**src/rtl/fifo_drain_pkg.sv**
```systemverilog
// Shared types and sizing helpers for the FIFO read-side drain stage.
package fifo_drain_pkg;

    typedef enum logic [1:0] {
        EMPTY = 2'd0,
        ONE   = 2'd1,
        TWO   = 2'd2
    } occ_state_e;

    localparam int BUF_DEPTH = 2;

    // Beat index width; a one-beat packet still needs a 1-bit counter.
    function automatic int beat_idx_width(input int pkt_len);
        return (pkt_len > 1) ? $clog2(pkt_len) : 1;
    endfunction

endpackage

```
**src/rtl/drain_skid_buf.sv**
```systemverilog
// Two-entry in-order buffer absorbing the FIFO's registered read latency.
module drain_skid_buf
    import fifo_drain_pkg::*;
#(
    parameter int DATA_W = 128
) (
    input  logic              clk,
    input  logic              rst,
    input  logic              push,
    input  logic [DATA_W-1:0] push_data,
    input  logic              pop,
    output logic [DATA_W-1:0] head_data,
    output logic [1:0]        occ,
    output logic              valid
);

    occ_state_e        state_r;
    logic [DATA_W-1:0] head_r;
    logic [DATA_W-1:0] tail_r;

    // Occupancy FSM with head/tail data movement; simultaneous push and pop keeps order.
    always_ff @(posedge clk) begin
        if (rst) begin
            state_r <= EMPTY;
            head_r  <= '0;
            tail_r  <= '0;
        end else begin
            case (state_r)
                EMPTY: begin
                    if (push) begin
                        head_r  <= push_data;
                        state_r <= ONE;
                    end
                end
                ONE: begin
                    if (push && pop) begin
                        head_r <= push_data;
                    end else if (push) begin
                        tail_r  <= push_data;
                        state_r <= TWO;
                    end else if (pop) begin
                        state_r <= EMPTY;
                    end
                end
                TWO: begin
                    // A push without pop cannot happen here: the issue rule reserves a slot.
                    if (push && pop) begin
                        head_r <= tail_r;
                        tail_r <= push_data;
                    end else if (pop) begin
                        head_r  <= tail_r;
                        state_r <= ONE;
                    end
                end
                default: begin
                    state_r <= EMPTY;
                end
            endcase
        end
    end

    assign head_data = head_r;
    assign occ       = state_r;
    assign valid     = (state_r != EMPTY);

endmodule

```
**src/rtl/fifo_stream_drain.sv**
```systemverilog
// Converts the FIFO enable/empty read port into a framed valid/ready stream.
module fifo_stream_drain
    import fifo_drain_pkg::*;
#(
    parameter int DATA_W  = 128,
    parameter int PKT_LEN = 16,
    parameter int CNT_W   = 16
) (
    input  logic              clk,
    input  logic              rst,
    input  logic              i_enable,
    output logic              o_fifo_rden,
    input  logic [DATA_W-1:0] i_fifo_rddata,
    input  logic              i_fifo_empty,
    output logic              o_valid,
    output logic [DATA_W-1:0] o_data,
    output logic              o_last,
    input  logic              i_ready,
    output logic              o_busy,
    output logic [CNT_W-1:0]  o_beat_total
);

    localparam int                IDX_W    = beat_idx_width(PKT_LEN);
    localparam logic [IDX_W-1:0]  LAST_IDX = IDX_W'(PKT_LEN - 1);

    logic             inflight_r;
    logic [IDX_W-1:0] beat_idx_r;
    logic [CNT_W-1:0] beat_total_r;
    logic             valid_s;
    logic             pop_s;
    logic [1:0]       occ_s;
    logic [2:0]       level_s;

    drain_skid_buf #(
        .DATA_W (DATA_W)
    ) u_buf (
        .clk       (clk),
        .rst       (rst),
        .push      (inflight_r),
        .push_data (i_fifo_rddata),
        .pop       (pop_s),
        .head_data (o_data),
        .occ       (occ_s),
        .valid     (valid_s)
    );

    assign pop_s   = valid_s && i_ready;
    // Slots committed after this cycle: buffered plus returning data, less the beat leaving now.
    assign level_s = {1'b0, occ_s} + {2'b00, inflight_r} - {2'b00, pop_s};

    assign o_fifo_rden = !rst && i_enable && !i_fifo_empty && (level_s < 3'(BUF_DEPTH));

    // Track whether an accepted read returns data next cycle.
    always_ff @(posedge clk) begin
        if (rst) begin
            inflight_r <= 1'b0;
        end else begin
            inflight_r <= o_fifo_rden && !i_fifo_empty;
        end
    end

    // Packet framing index and free-running accepted-beat total.
    always_ff @(posedge clk) begin
        if (rst) begin
            beat_idx_r   <= '0;
            beat_total_r <= '0;
        end else if (pop_s) begin
            beat_idx_r   <= (beat_idx_r == LAST_IDX) ? '0 : beat_idx_r + IDX_W'(1);
            beat_total_r <= beat_total_r + CNT_W'(1);
        end
    end

    assign o_valid      = valid_s;
    assign o_last       = valid_s && (beat_idx_r == LAST_IDX);
    assign o_busy       = valid_s || inflight_r;
    assign o_beat_total = beat_total_r;

endmodule

```
**config.mk**
```make
export PLATFORM = sky130hd
export DESIGN_NAME = fifo_stream_drain
export DESIGN_NICKNAME = d
export VERILOG_FILES = /design/src/rtl/fifo_drain_pkg.sv /design/src/rtl/drain_skid_buf.sv /design/src/rtl/fifo_stream_drain.sv
export SDC_FILE = /design/constraint.sdc
export NUM_CORES = 1
export LEC_CHECK = 0
export BUFFER_PORTS_ARGS = -buffer_cell sky130_fd_sc_hd__buf_4
export CAP_MARGIN = 20
export CORE_UTILIZATION = 50
export CTS_CLUSTER_SIZE = 30
export DETAILED_ROUTE_END_ITERATION = 10
export PLACE_DENSITY = 0.76
export REMOVE_ABC_BUFFERS = 1
export SYNTH_ARGS = -nofsm -noshare
export SYNTH_HDL_FRONTEND = slang
export SYNTH_HIERARCHICAL = 1
export SYNTH_SLANG_ARGS = --single-unit
```
**constraint.sdc**
```tcl
create_clock -name clk -period 2.3 [get_ports clk]
set_input_delay 0.23 -clock clk [delete_from_list [all_inputs] [get_ports clk]]
set_output_delay 0.23 -clock clk [all_outputs]
set_load 0.005 [all_outputs]
```
==> impl_summary.txt, run 1 <==
----------------------------------------------------
[Min path]
  Worst min-delay path class ... in -> reg

[Timing]
  Min Tclk post-route ... 2.79 ns
  Slew at the pin closest to its max-slew limit ... 0.626 ns
  Hold violation count in the final report ... 0
  Unrepaired setup endpoints after global routing ... true
  Clock skew after layout ... 0.0183 ns
  Max-slew headroom ... 0.582
  Fmax achieved ... 0.359 GHz
  Minimum setup slack in the final design ... -0.488 ns
  Max Slew Vio Count ... 0
  Share of the clock period used by the worst path after layout ... 1.21
  Final Hold Slack ... 0.102 ns
  Final setup violation count ... 2

[Detailed routing]
  Violation count after the first detailed-routing iteration ... 640
  DRT Wirelength ... 36,200 um
  Vias post-DR ... 11.1k
  Routed length per instance ... 18.1 um
  First-pass iteration count of the detailed router ... 7
  Count of nets left with antenna violations after detail routing ... 0
  Mean number of vias per cell ... 5.56
  Number of remaining DRC errors ... 0

[Floorplan]
  Starting density of the core ... 0.508
  Die Outline Area ... 28,000 sq um
  Number of cell rows ... 60
  Die Width ... 167 um
  Die span in y ... 167 um
  Number of placed I/O pins ... 281
  Placeable core region ... 26,900 sq um

[Yosys]
  Share of synthesized registers carrying an async set or reset ... 0
  Leading register cell type out of synthesis ... sky130_fd_sc_hd__dfxtp_1
  Share of the yosys chip area belonging to registers ... 0.409
  Synthesized area ... 13,700 sq um
  Number of storage elements in the synthesis netlist ... 279
  Count of different cell masters after synthesis ... 46
  Yosys warning count ... 6
  Cells after Synth ... 1,285
  Post-synth EDFFs ... 0
  Average cell area after synthesis ... 10.6 sq um

[Placed design]
  DP HPWL ... 21,000 um
  Number of I/O port buffers ... 280
  Final estimated routing congestion in global placement ... 0.787
  Cells after DPL ... 1,812

[Setup path]
  Cell with the largest stage delay on the worst path ... sky130_fd_sc_hd__fa_2
  Arrival time at the worst endpoint ... 3.24 ns
  Buf+Inv Stages, Crit Path ... 8
  Type of origin of the critical path ... register
  Endpoint required time on the critical path ... 2.75 ns
  Worst path max stage delay ... 0.53 ns
  Worst Path Class, Setup ... reg -> reg
  Maximum fanout count along the critical path ... 2
  Worst setup EP type ... register
  Critical-path cell list ... or2_4, nand2_4, inv_4, ha_4, nand2b_4, fa_2, nand2_2, buf_4, buf_4, buf_4, buf_4, buf_4, buf_4, buf_4, nor4_4
  Kind of cell with the highest combined delay on the critical path ... buffers and inverters
  Critical Path Most Common Cell ... sky130_fd_sc_hd__buf_4

[Global route]
  Number of antenna violations at the first check in global routing ... 2
  Final global-route overflow total ... 0
  First-pass GRT wire length ... 58,400 um
  Via count of the first global-routing pass ... 11.3k
  Largest net degree at the start of global routing ... 83
  GRT Overall Usage ... 0.251

[CTS]
  Total clock buffers created by CTS ... 29
  Clock transition at the register clock pins on the worst setup and hold paths after CTS ... 0.06 ns
  H-tree depth ... 1
  CTS Buffer Depth ... 3
  Worst-skew pair later-pin latency ... 0.55 ns
  CTS tree ... done
  Clock root buffer ... sky130_fd_sc_hd__clkbuf_16
  Sink count of the clock tree ... 279

[Power]
  Leakage Power ... 0.00767 uW
  VDD IR max ... 0.572 mV
  PD cells ... 629 nW/um^2

[Outcome]
  Violated checks ... negative setup slack
  Run status ... finished with violations

[Finish]
  Layout Cells excl Fill ... 2,003
  Area added between synthesis and finish ... 35.7%
  Fraction of final layout cells sized beyond drive strength 1 ... 0.312
  Fillers ... 1,893
  Layout Nets ... 1,775

[Job]
  Reported max-cap violation count ... 0

----------------------------------------------------
-- what timing repair did --
item	CTS	global route
pin swaps	6	2
hold buffers	129	0
hold endpoints to repair	129	0
buffers inserted	7	0
endpoints found under the setup margin	1	15
gates resized for setup	9	7
-- Yosys cell counts (2+ instances only) --
library cell,count,area [sq um]
sky130_fd_sc_hd__nor4_1,3,18.8
sky130_fd_sc_hd__nand4_1,5,31.3
sky130_fd_sc_hd__ha_1,3,37.5
sky130_fd_sc_hd__nor3_1,2,10.0
sky130_fd_sc_hd__buf_6,16,180
sky130_fd_sc_hd__xnor2_1,5,43.8
sky130_fd_sc_hd__a21o_1,2,15.0
sky130_fd_sc_hd__a211oi_2,120,1500
sky130_fd_sc_hd__xor2_1,9,78.8
sky130_fd_sc_hd__o21ai_1,2,10.0
sky130_fd_sc_hd__or2_2,2,12.5
sky130_fd_sc_hd__and3b_1,2,17.5
sky130_fd_sc_hd__buf_2,46,230
sky130_fd_sc_hd__nand2b_1,259,1620
sky130_fd_sc_hd__nor2_1,16,60.1
sky130_fd_sc_hd__or3_1,2,12.5
sky130_fd_sc_hd__nand2_1,14,52.6
sky130_fd_sc_hd__a211oi_1,136,1020
sky130_fd_sc_hd__and4_1,3,26.3
sky130_fd_sc_hd__buf_1,4,15.0
sky130_fd_sc_hd__nand3_1,4,20.0
sky130_fd_sc_hd__a21oi_1,9,45.0
sky130_fd_sc_hd__inv_1,3,11.3
sky130_fd_sc_hd__buf_4,5,37.5
sky130_fd_sc_hd__mux2i_1,256,2560
sky130_fd_sc_hd__dfxtp_1,279,5590
sky130_fd_sc_hd__clkbuf_1,59,221
-- stage by stage --
stage	total power [uW]	setup slack (ns)	area, sq um	setup TNS (ns)	util
floorplan	5920	-5.84	13000	-1389.52	-
global placement	6620	-0.0491	16100	-0.0491	0.599
detailed placement	6650	-0.0337	16100	-0.0337	0.599
CTS	11700	-0.487	18500	-0.872	0.688
global route	12100	-0.552	18500	-1.10	0.689
finish	11700	-0.488	18500	-0.954	0.689
-- kinds of logic after synthesis --
logic type	Yosys count	synth area share
buffers and inverters	136	0.0521
AOI/OAI and AO/OA	275	0.194
xor gates and xnor gates	14	0.00898
muxes	256	0.188
DFF	279	0.409
adders and majority gates	4	0.00422
and+or+nand+nor	321	0.144
-- routing by layer --
metal  vias up  part of all wire  GRT usage
met5         -                 0          0
met4         0             0.025     0.0774
met3        63             0.052     0.0477
met2       299              0.49      0.441
met1      5420              0.43      0.310
li1       5348                 -          -
-- worst paths after layout --
| path | from | end | depth (start not counted) | slack (ns) |
|---|---|---|---|---|
| max | u_buf/occ[0] | inflight_r | 15 | -0.49 |
| min | rst | o_beat_total[11] | 2 | 0.10 |
| min reg2reg | u_buf/tail_r[63] | u_buf/tail_r[63] | 2 | 0.47 |
| max reg2reg | u_buf/occ[0] | inflight_r | 15 | -0.49 |
-- cells in the final DEF, fill, tap and decap left out, drive strengths merged, types with 3 or more instances in the layout --
cell         instances
dlygate4sd3        129
a21oi                9
dfxtp              279
nand4                6
xor2                 9
nand2               14
clkinvlp             3
ha                   3
nor4                 3
inv                  5
a211oi             256
nand3                4
xnor2                5
clkbuf              44
mux2i              256
clkinv               3
nand2b             259
nor2                16
and4                 4
buf                325
-- power by group --
part           switching [uW]  total (uW)  leakage, uW  internal, uW
sequential                106        5100      0.00226          5000
clock                    1960        4880     0.000492          2920
combinational             760        1680      0.00492           917
total                    2820       11700      0.00767          8830
-- sequential cells by signal (all words and copies together) (netlist names) --
name / cells
o_beat_total: 16
beat_idx_r: 4
inflight_r: 1
u_buf/occ: 2
u_buf/head_data: 128
u_buf/tail_r: 128
-- area by class of cell --
type                    instances  area, sq um  area share
multi-input cells             870         7460       0.403
clock inverters                 9          106     0.00574
inverters                       4         17.5    0.000945
clock buffers                  44          902      0.0487
flip-flops and latches        279         5590       0.302
repair buffers                454         4020       0.217
well taps                     341          427      0.0230
diodes                          2         5.00    0.000270
No activity file was read; power rests on OpenSTA's default activity.
==> inputs of run 2 (changes only) <==
--- a/config.mk
+++ b/config.mk
@@ -12,6 +12,7 @@
 export DETAILED_ROUTE_END_ITERATION = 10
 export PLACE_DENSITY = 0.76
 export REMOVE_ABC_BUFFERS = 1
+export SKIP_CTS_REPAIR_TIMING = 1
 export SYNTH_ARGS = -nofsm -noshare
 export SYNTH_HDL_FRONTEND = slang
 export SYNTH_HIERARCHICAL = 1
==> run 2 against run 1 <==
  * First-iteration DRC count shrank 14%
  * The run ends with negative hold slack, negative setup slack left
  * Via count decreased by 1.5%
  * Cell count fell by 1.3%
  * Clock skew decreased by 0.0017 ns
  * Highest routed layer unchanged
  * Clock-buffer cell count is the same
  * Wire length is 2.4% lower
  * Sequential share of layout area up 0.48 points
  * Global-route usage is 1.8 points lower
  * Largest cell class unchanged
==> impl_summary.txt, run 2 (synthesized netlist as in run 1, its figures left out) <==
----------------------------------------------------
[Outcome]
  Run status ... finished with violations
  Violated checks ... negative hold slack, negative setup slack

[Detailed routing]
  Mean number of vias per cell ... 5.55 (-0.20%)
  Number of remaining DRC errors ... 0 (unchanged)
  Routed length per instance ... 17.9 um (-1.1%)
  Violation count after the first detailed-routing iteration ... 550 (-14%)
  Count of nets left with antenna violations after detail routing ... 0 (unchanged)
  DRT Wirelength ... 35,300 um (-2.4%)
  Vias post-DR ... 11.0k (-1.5%)
  First-pass iteration count of the detailed router ... 5 (-2)

[Setup path]
  Type of origin of the critical path ... register
  Worst Path Class, Setup ... reg -> out
  Reg-to-Reg Start ... u_buf/occ[0]
  Endpoint required time on the critical path ... 2.07 ns (-0.68 ns)
  Worst Reg-to-Reg Cells ... 8 (-7)
  Critical-path cell list ... or2_4, nand2_4, inv_4, ha_4, nand2b_4, fa_1, nand2_2, nor4_2, buf_4
  Worst r2r dst ... u_buf/head_data[93]
  Maximum fanout count along the critical path ... 2 (unchanged)
  Arrival time at the worst endpoint ... 2.54 ns (-0.70 ns)
  Worst setup EP type ... primary output
  Kind of cell with the highest combined delay on the critical path ... simple AND/OR/NAND/NOR gates
  Worst path max stage delay ... 0.52 ns (about the same)
  Cell with the largest stage delay on the worst path ... sky130_fd_sc_hd__fa_1
  Buf+Inv Stages, Crit Path ... 2 (-6)
  Worst-case register-to-register setup slack ... 0.14 ns (+0.63 ns)

[Global route]
  Via count of the first global-routing pass ... 10.5k (-7.6%)
  GRT Overall Usage ... 0.233 (-0.0182)
  Largest net degree at the start of global routing ... 83 (unchanged)
  Number of antenna violations at the first check in global routing ... 1 (-1)
  First-pass GRT wire length ... 54,200 um (-7.3%)
  Final global-route overflow total ... 0 (unchanged)

[Power]
  Portion of total power attributed to the clock network ... 0.420 (+0.002)
  Sequential power share ... 0.440 (+0.002)
  PD cells ... 636 nW/um^2 (+1.0%)
  Internal power ... 8800 uW (-0.43%)
  Leakage Power ... 0.00755 uW (-1.5%)
  VDD IR max ... 0.574 mV (+0.35%)
  Sw Ratio ... 0.241 (-0.000960)
  Net Sw Power ... 2800 uW (-0.95%)
  Combinational fraction of design power ... 0.139 (-0.005)

[CTS]
  Worst-skew pair later-pin latency ... 0.55 ns (about the same)
  CTS tree ... done
  Total clock buffers created by CTS ... 29 (unchanged)
  Sink count of the clock tree ... 279 (unchanged)
  CTS Buffer Depth ... 3 (unchanged)
  H-tree depth ... 1 (unchanged)
  Clock root buffer ... sky130_fd_sc_hd__clkbuf_16
  Clock transition at the register clock pins on the worst setup and hold paths after CTS ... 0.06 ns (about the same)

[Timing]
  Final setup violation count ... 1 (-1)
  Max Slew Vio Count ... 0 (unchanged)
  Total negative slack ... -0.470 ns (+0.483 ns)
  Share of the clock period used by the worst path after layout ... 1.20 (-0.00744)
  Min Tclk post-route ... 2.77 ns (-0.0171 ns)
  Clock skew after layout ... 0.0166 ns (-0.00168 ns)
  Hold violation count in the final report ... 13 (+13)
  Max-slew headroom ... 0.434 (-0.148)
  Final Hold Slack ... -0.0255 ns (-0.127 ns)
  Unrepaired setup endpoints after global routing ... true
  Minimum setup slack in the final design ... -0.470 ns (+0.0171 ns)
  Slew at the pin closest to its max-slew limit ... 0.849 ns (+0.222 ns)
  Fmax achieved ... 0.361 GHz (+0.62%)

[Placed design]
  Area of placed instances ... 16,100 sq um (unchanged)
  DP HPWL ... 21,000 um (unchanged)
  Final estimated routing congestion in global placement ... 0.787 (unchanged)
  Number of I/O port buffers ... 280 (unchanged)

[Floorplan]
  Number of cell rows ... 60 (unchanged)
  Die Outline Area ... 28,000 sq um (unchanged)
  Die Width ... 167 um (unchanged)
  Number of placed I/O pins ... 281 (unchanged)
  Starting density of the core ... 0.508 (unchanged)
  Die span in y ... 167 um (unchanged)
  Placeable core region ... 26,900 sq um (unchanged)

[Job]
  Reported max-cap violation count ... 0 (unchanged)

[Min path]
  Beginning of the worst hold path ... i_fifo_rddata[43]
  Worst min-delay path endpoint ... u_buf/tail_r[43]
  Worst min-delay path class ... in -> reg
  Hold Path Cell Cnt ... 3 (+1)

[Finish]
  Most common library cell in the layout ignoring fill and taps ... sky130_fd_sc_hd__buf_4
  Finished layout cell area ... 18,200 sq um (-1.6%)
  Layout Nets ... 1,748 (-1.5%)
  Fraction of final layout cells sized beyond drive strength 1 ... 0.311 (-0.000964)
  Area added between synthesis and finish ... 33.6%
  Leading cell types in the layout, fill and taps excluded ... 295 x sky130_fd_sc_hd__buf_4, 277 x sky130_fd_sc_hd__dfxtp_1, 256 x sky130_fd_sc_hd__mux2i_1, 256 x sky130_fd_sc_hd__nand2b_1, 136 x sky130_fd_sc_hd__a211oi_1

----------------------------------------------------
[run 2: changes by cell type in the layout (fill, tap and decap cells not counted), sizes merged]
cell         previous run  this run
dlygate4sd3           129       109
buf                   325       318
[run 2: worst max-delay path by stage]
stage	to	slack (ns)	depth (start not counted)	startpoint
2_1_floorplan	u_buf/tail_r[0]	-5.84	6	u_buf/occ[1]
3_3_place_gp	o_fifo_rden	-0.05	9	u_buf/occ[1]
3_5_place_dp	o_fifo_rden	-0.03	9	u_buf/occ[1]
4_1_cts	o_fifo_rden	-0.62	9	u_buf/occ[1]
5_1_grt	o_fifo_rden	-0.58	9	u_buf/occ[0]
6_report	o_fifo_rden	-0.47	9	u_buf/occ[0]
[run 2: metrics by stage]
| stage | util | setup WS (ns) | total power (uW) | instances | hold slack [ns] |
|---|---|---|---|---|---|
| after floorplan | - | -5.84 | 5920 | 1153 | 0.295 |
| after global routing | 0.678 | -0.582 | 12000 | 1975 | -0.000708 |
| after CTS | 0.636 | -0.623 | 11500 | 1865 | -0.159 |
| after detailed placement | 0.599 | -0.0337 | 6650 | 1812 | 0.409 |
| final | 0.679 | -0.470 | 11600 | 1976 | -0.0255 |
| after global placement | 0.599 | -0.0491 | 6620 | 1812 | 0.406 |
[run 2: area by class of cell]
type / count / area, sq um
diodes: 2 / 5.00
multi-input cells: 870 / 7430
clock buffers: 44 / 902
clock inverters: 9 / 106
flip-flops and latches: 279 / 5590
inverters: 4 / 17.5
repair buffers: 427 / 3760
fillers: 1965 / 8640
well taps: 341 / 427
[run 2: worst reg2reg max path, stage by stage (launching register included)]
cell and delay [ns]:
sky130_fd_sc_hd__dfxtp_2 0.33, sky130_fd_sc_hd__or2_4 0.13, sky130_fd_sc_hd__nand2_4 0.05, sky130_fd_sc_hd__inv_4 0.06, sky130_fd_sc_hd__buf_4 0.18, sky130_fd_sc_hd__and3b_4 0.26
sky130_fd_sc_hd__buf_4 0.63, sky130_fd_sc_hd__a211oi_1 0.17, sky130_fd_sc_hd__a211oi_1 0.28
[run 2: power groups by stage]
stage / logic, uW / registers [uW] / clock network, uW
after global routing: 1730 / 5120 / 5180
after global placement: 1420 / 5200 / 0
after detailed placement: 1440 / 5200 / 0
after floorplan: 720 / 5200 / 0
after CTS: 1450 / 5100 / 4980
final: 1620 / 5100 / 4870
[run 2: metal layers]
layer	GRT usage	vias to the layer above	wire, um	share of wire
li1	-	5277	-	-
met1	0.293	5369	15600	0.44
met2	0.395	264	17300	0.49
met3	0.0553	48	1740	0.049
met4	0.0686	0	646	0.018
met5	0	-	0	0
